**src/rtl/if_stage.sv**
```systemverilog
// Instruction-fetch stage: owns the PC, drives the synchronous instruction
// SRAM and produces the IF->ID bus. A one-entry skid buffer holds the fetched
// instruction while the hazard checker stalls the pipe, and a taken branch
// from ID squashes the wrong-path instruction currently in IF.
module if_stage #(
    parameter logic [31:0] RESET_PC    = 32'h1bfffffc,
    parameter int          FS_TO_DS_WD = 64
) (
    input  logic                   clk,
    input  logic                   reset,
    input  logic                   is_stall,
    input  logic                   br_taken,
    input  logic [31:0]            br_target,
    output logic                   inst_sram_en,
    output logic [3:0]             inst_sram_we,
    output logic [31:0]            inst_sram_addr,
    input  logic [31:0]            inst_sram_rdata,
    output logic                   fs_to_ds_valid,
    output logic [FS_TO_DS_WD-1:0] fs_to_ds_bus
);

    logic        fs_valid;
    logic [31:0] fs_pc;
    logic        buf_valid;
    logic [31:0] inst_buf;
    logic        br_eff;
    logic [31:0] nextpc;
    logic [31:0] fs_inst;

    // Redirect and next-PC selection; a branch seen during a stall is deferred
    always_comb begin
        br_eff = br_taken & ~is_stall;
        nextpc = br_eff ? br_target : fs_pc + 32'd4;
    end

    // SRAM request: re-present fs_pc while stalled, fixed start address in reset
    always_comb begin
        inst_sram_en   = ~reset & ~is_stall;
        inst_sram_we   = '0;
        inst_sram_addr = nextpc;
        if (reset) begin
            inst_sram_addr = RESET_PC + 32'd4;
        end else if (is_stall) begin
            inst_sram_addr = fs_pc;
        end
    end

    // IF->ID bus; the squashed sequential instruction is dropped on a redirect
    always_comb begin
        fs_inst        = buf_valid ? inst_buf : inst_sram_rdata;
        fs_to_ds_valid = fs_valid & ~br_eff;
        fs_to_ds_bus   = {fs_pc, fs_inst};
    end

    // PC and stage-valid register; both freeze while stalled
    always_ff @(posedge clk or posedge reset) begin
        if (reset) begin
            fs_pc    <= RESET_PC;
            fs_valid <= 1'b0;
        end else if (!is_stall) begin
            fs_pc    <= nextpc;
            fs_valid <= 1'b1;
        end
    end

    // Skid buffer: capture rdata on the first stall cycle only, drop on release
    always_ff @(posedge clk or posedge reset) begin
        if (reset) begin
            buf_valid <= 1'b0;
            inst_buf  <= '0;
        end else if (!is_stall) begin
            buf_valid <= 1'b0;
        end else if (fs_valid && !buf_valid) begin
            inst_buf  <= inst_sram_rdata;
            buf_valid <= 1'b1;
        end
    end

endmodule

```
**config.mk**
```make
export PLATFORM = sky130hd
export DESIGN_NAME = if_stage
export DESIGN_NICKNAME = d
export VERILOG_FILES = /design/src/rtl/if_stage.sv
export SDC_FILE = /design/constraint.sdc
export NUM_CORES = 1
export LEC_CHECK = 0
export ABC_CLOCK_PERIOD_IN_PS = 8500
export CORE_MARGIN = 2
export CORE_UTILIZATION = 44
export CTS_CLUSTER_SIZE = 30
export DETAILED_ROUTE_END_ITERATION = 6
export PLACE_DENSITY = 0.82
export SLEW_MARGIN = 0
export SYNTH_ARGS = -nofsm -noshare
export SYNTH_HDL_FRONTEND = slang
export SYNTH_SLANG_ARGS = --single-unit
```
**constraint.sdc**
```tcl
create_clock -name clk -period 8.5 [get_ports clk]
set_input_delay 2.55 -clock clk [delete_from_list [all_inputs] [get_ports clk]]
set_output_delay 2.55 -clock clk [all_outputs]
set_load 0.03 [all_outputs]
```
==> impl_results.md, run 1 <==
- Root Driver: clkbuf_8
- Post-CTS setup buffers: 0
- Sw power: 409.5 uW
- Nets@finish: 634
- Synth area leaders: dfrtp_1 25%, mux2_2 18%, dfstp_2 17%, nand2_1 3.1%, a21oi_1 2.9%
- GRT Total Usage: 24.00%
- Synthesis Warnings: 0
- Total CTS buffers: 9
- Switching Share: 36.89%
- I/O pin count: 170
- Initial core utilization: 44.73%
- Tmin final: 7.391 ns
- Kind of critical path: input pin to output pin
- Critical Path RT: 5.95 ns
- Layout area overhead: 45.85%
- Hold Path Cell Cnt: 1
- DRC errors left: 0
- Placed cell area: 5748 um2
- Critical path depth in cells: 8
- Post-Synthesis Cells: 406
- Outcome: finished, final reports clean
- Initial antenna violation count: 0
- Die Span Y: 100.2 um
- Setup violators final: 0
- Main synth FF type: dfrtp_1
- Reg clk slew, reported paths: 0.07 ns
- MaxCap Viol Count: 0
- Sequential power share: 38.3%
- Worst setup margin: 1.109 ns
- FF-to-FF setup slack: 6.11 ns
- Chip Width: 100.2 um
- Int Power: 700.8 uW
- CP Cell Sequence: clkdlybuf4s50_1 > buf_4 > buf_4 > nor4_1 > a211oi_1 > a311oi_1 > and2_1 > buf_4
- Logic pwr share: 38.0%
- DR pass1 iterations: 5
- Worst-Skew Late Latency: 0.34 ns
- CTS tree: done
- Slowest library cell on the worst path: nor4_1
- Crit path max fanout: 27
- Yosys cell types: 57
- Area of the multi-input gates: 2200 um2
- Seq/Total Area, Yosys: 41.34%
- Layout Utilization: 65.23%
- Max clock buf depth: 2
- Least-Margin Pin Slew: 1.043 ns
- Hold Vio Cnt, Final: 0
- Crit path launch type: input pin
- Fin. max-slew vios: 0
- CTS Sinks: 66
- Via count: 3983
- CTS H-Tree Depth: 3
- HP Class: register to register
- PortBufs: 165
- Post-route setup TNS: 0 ns
- Mapped Area: 4074 um2
- Leakage: 2.352 nW
- Synth area leader: dfrtp_1
- Placed cell count: 665
- Cell repeated most along the worst path: buf_4
- DPL Wire Length: 8.825 mm
- Dpl ws: 1.183 ns
- Reg2reg start: fs_pc[2]
- FMAX: 135.3 MHz
- Worst r2r path cells: 6
- CP peak stage delay: 0.51 ns
- Post-synth EDFFs: 0
- Filler cell count: 749
- Area of the die: 10050 um2
- Non-Filler Instances: 681
- Worst vdd rail ir drop: 0.0001095 V
- Wire per inst: 17.83 um
- Post-Syn Area per Cell: 10.03 um2
- Hold-fix buffers, CTS: 0
- First-pass GRT wire length: 19.21 mm
- RSZ-0062 raised after global routing: no
- Drt first-iter violations: 208
- Critical path data arrival time: 4.84 ns
- Final instance area: 5942 um2
- GR Overflow Total: 0
- Layout Skew: 0.008719 ns
- Diode count: 0
- Area share of the largest cell type after synthesis: 24.57%
- Final Wtd Congestion: 0.9533
- Crit path max-delay family: buffers and inverters
- Vias/cell: 5.849
- Async S/R FF share, synth: 100.0%
- Final Power: 1.110 mW
- WP buf/inv: 4
- Share of cells above drive strength 1: 26.67%
- Rows: 35
- Period utilisation layout: 86.96%
- Core area: 9109 um2
- Worst slew margin: 30.19%
- Register area: 1684 um2
- Antenna-violating nets left: 0
- Hold endpoint: inst_buf[7]
- WHS: 0.5025 ns
- DRT Wirelength: 12.14 mm
- Pwr/cell area: 186.9 nW/um2
- Largest net degree at the start of global routing: 39
- Post_cts resized: 0
- Number of global-route vias before repair: 3939
- Reg2reg end: fs_pc[28]
- Number of synthesized register bits: 66
- Critical Path Sink Type: output pin
- Hold path startpoint: inst_buf[7]
- Clk network pwr share: 23.7%
==> layer usage <==
metal | GRT usage [%] | vias up | wire length, um
li1 | - | 1830 | -
met1 | 29.46 | 1907 | 4764
met4 | 7.692 | 0 | 171
met5 | 0 | - | 0
met3 | 7.799 | 17 | 1365
met2 | 40.06 | 229 | 5839
==> flip-flops by register name (all words and copies together), names as in the netlist <==
signal and count:
buf_valid 1, fs_pc 32, inst_buf 32, fs_valid 1
==> final cells by class <==
cell class	count	area share, %
tap	111	2.337
sequential	66	28.34
clock inverter	7	1.179
clock buffer	9	2.085
inverter	7	0.4422
multi-input combinational	307	37.02
timing repair buffer	174	28.60
==> worst max-delay path by stage <==
stage | from | to | slack (ns)
floorplan | reset | inst_sram_addr[26] | 0.44
global placement | is_stall | fs_to_ds_valid | 1.23
detailed placement | is_stall | inst_sram_addr[17] | 1.18
CTS | is_stall | inst_sram_addr[17] | 1.16
global route | is_stall | inst_sram_addr[17] | 0.91
finish | is_stall | inst_sram_addr[17] | 1.11
==> cell families (layout without fill, tap and decap cells) <==
group,Yosys count,after routing,share of synthesized area (%)
compound gates,81,81,13.05
buf+inv,36,197,4.945
mux,69,69,18.95
other cells,1,4,0.09205
simple gates,152,152,21.31
flops,66,66,41.34
fa+ha+maj,1,1,0.3071
==> synth_stat cells, types with 3 or more instances <==
master / number
a21oi_1: 24
a22o_1: 3
a22oi_1: 9
a31oi_1: 7
and2_1: 16
and3_1: 5
buf_1: 5
buf_4: 5
buf_6: 3
clkbuf_1: 13
dfrtp_1: 40
dfstp_2: 26
inv_1: 7
mux2_2: 65
mux2i_1: 4
nand2_1: 34
nand3_1: 16
nand4_1: 10
nor2_1: 22
nor2b_1: 3
nor3_1: 9
nor4_1: 12
o21a_1: 3
o21ai_0: 14
o32ai_1: 3
or2_2: 3
or3_1: 6
==> power by group through the flow <==
stage | Combinational (mW) | Clock, mW | Sequential, mW
floorplan | 0.215 | 0 | 0.459
global placement | 0.417 | 0 | 0.425
detailed placement | 0.423 | 0 | 0.429
CTS | 0.425 | 0.272 | 0.424
global route | 0.448 | 0.285 | 0.433
finish | 0.422 | 0.263 | 0.425
==> cell usage in the layout, fill, tap and decap left out, types with 10 or more instances in the layout <==
cell type and n:
nand3_1 16, a21oi_1 24, o21ai_0 14, mux2_2 65, nor4_1 12, dfstp_2 26
nand2_1 34, and2_1 16, buf_4 25, nand4_1 10, nor2_1 22, dfrtp_1 40
clkdlybuf4s50_1 147
No activity file was read; power rests on OpenSTA's default activity.
==> inputs of run 2 (changes only) <==
CORE_MARGIN = 1   (was 2)
SLEW_MARGIN = unset   (was 0)
==> impl_results.md, run 2 (same netlist as run 1, synthesis figures left out) <==
- Critical Path Sink Type: output pin
- DR pass1 iterations: 7
- Register area: 1684 um2
- RSZ-0062 raised after global routing: no
- Max clock buf depth: 2
- HP Class: register to register
- Post-route setup TNS: 0 ns
- Critical path data arrival time: 4.95 ns
- Kind of critical path: input pin to output pin
- DPL Wire Length: 8.652 mm
- Layout Skew: 0.01262 ns
- Tmin final: 7.505 ns
- Most common cell after layout, fill and taps aside: clkdlybuf4s50_1
- Critical Path RT: 5.95 ns
- GRT Total Usage: 25.56%
- FMAX: 133.2 MHz
- Drt first-iter violations: 214
- Area of the multi-input gates: 2200 um2
- Die Span Y: 98.23 um
- Hold-fix buffers, CTS: 0
- Worst-Skew Late Latency: 0.35 ns
- Crit path launch type: input pin
- Setup violators final: 0
- Diode count: 0
- Via count: 3912
- GRT met3 Usage: 7.158%
- First-pass GRT wire length: 19.63 mm
- M2 GR Usage: 42.85%
- GR Overflow Total: 0
- Period utilisation layout: 88.29%
- GRT busiest layer: met2
- CTS H-Tree Depth: 3
- PortBufs: 165
- Worst Setup SP: br_taken
- Vias/cell: 5.770
- Hold Path Cell Cnt: 1
- Hold Vio Cnt, Final: 0
- Filler cell count: 722
- Wire per inst: 17.79 um
- Layout area overhead: 46.04%
- Total CTS buffers: 9
- DRC errors left: 3
- Reg clk slew, reported paths: 0.07 ns
- Worst vdd rail ir drop: 0.0001272 V
- Leading registers by flop count: fs_pc (32), inst_buf (32)
- Hold path startpoint: inst_buf[3]
- I/O pin count: 170
- Post_cts resized: 0
- Placed cell count: 662
- Pwr/cell area: 193.7 nW/um2
- Antenna-violating nets left: 0
- Area of the die: 9648 um2
- Least-Margin Pin Slew: 0.7160 ns
- Root Driver: clkbuf_8
- Non-Filler Instances: 678
- Outcome: complete, but fails checks
- Rows: 34
- Fin. max-slew vios: 0
- Leakage: 2.357 nW
- CTS Sinks: 66
- GR Util met1: 30.80%
- Core area: 8848 um2
- Crit path max fanout: 22
- Worst r2r path cells: 6
- Most frequent cells in the layout: 148 x clkdlybuf4s50_1, 65 x mux2_2, 40 x dfrtp_1
- Chip Width: 98.23 um
- DRT Wirelength: 12.07 mm
- Initial antenna violation count: 0
- Largest net degree at the start of global routing: 40
- Post-CTS setup buffers: 0
- MaxCap Viol Count: 0
- Number of global-route vias before repair: 3955
- Share of cells above drive strength 1: 26.49%
- Reg2reg start: fs_pc[2]
- Nets@finish: 634
- Failing checks: design-rule violations
- Worst slew margin: 51.87%
- Initial core utilization: 46.04%
- Final Wtd Congestion: 0.8737
- CTS tree: done
-- run 2: changes by cell type in the layout (fill, tap and decap cells not counted) --
| cell | change |
|---|---|
| clkdlybuf4s50_1 | +1 |
| clkbuf_8 | +1 |
| bufinv_16 | +1 |
| buf_4 | +1 |
| buf_12 | -2 |
| clkinv_2 | -2 |
-- run 2: final cells by class --
class	instances	share of cell area, %
flip-flops and latches	66	28.31
inverters	7	0.4416
clock inverters	6	1.514
repair buffers	174	28.18
multi-input cells	307	36.97
clock buffers	10	2.313
well taps	108	2.271
-- run 2: where the power goes --
group | leakage [nW] | switching (mW) | internal (mW)
clock | 0.112 | 0.135 | 0.174
combinational | 1.50 | 0.229 | 0.190
sequential | 0.741 | 0.0514 | 0.374
total | 2.36 | 0.415 | 0.738
-- run 2: layer usage --
metal / routed length, um / vias up / part of all wire (%)
met5: 0 / - / 0
met4: 219 / 0 / 1.8
met3: 1239 / 17 / 10
met2: 5818 / 204 / 48
met1: 4788 / 1872 / 40
li1: - / 1819 / -
-- run 2: worst paths after layout --
path                                           to  slack (ns)
worst max register to register          fs_pc[28]        6.07
worst max-delay path            inst_sram_addr[7]         1.0
min in group asynchronous            inst_buf[26]        2.78
max in group asynchronous               fs_pc[28]        4.87
worst min-delay path                  inst_buf[3]        0.50
worst min register to register        inst_buf[3]        0.50
-- run 2: per-stage QoR --
| stage | setup WS [ns] | hold slack, ns | total power [mW] | cell area [um2] | utilization (%) |
|---|---|---|---|---|---|
| 6_report | 0.9952 | 0.5026 | 1.153 | 5949 | 67.24 |
| 5_1_grt | 0.8716 | 0.5175 | 1.200 | 5949 | 67.24 |
| 4_1_cts | 1.010 | 0.5096 | 1.157 | 5949 | 67.24 |
| 3_5_place_dp | 1.045 | 0.4894 | 0.8482 | 5722 | 64.66 |
| 3_3_place_gp | 1.072 | 0.4814 | 0.8402 | 5722 | 64.66 |
| 2_1_floorplan | 0.4442 | 0.4720 | 0.6735 | 4085 | - |
-- run 2: worst max-delay path, stage by stage --
cell and delay (ns):
clkdlybuf4s50_1 0.40, buf_4 0.21, inv_1 0.51, o21ai_0 0.25
a21oi_1 0.22, and2_1 0.14, clkdlybuf4s50_1 0.67
==> inputs of run 3 (changes only) <==
ABC_CLOCK_PERIOD_IN_PS = unset   (was 8500)
CTS_CLUSTER_DIAMETER = 40   (was unset)
==> results of run 3 <==
Final layout, timing and power as in run 2 (identical DEF).
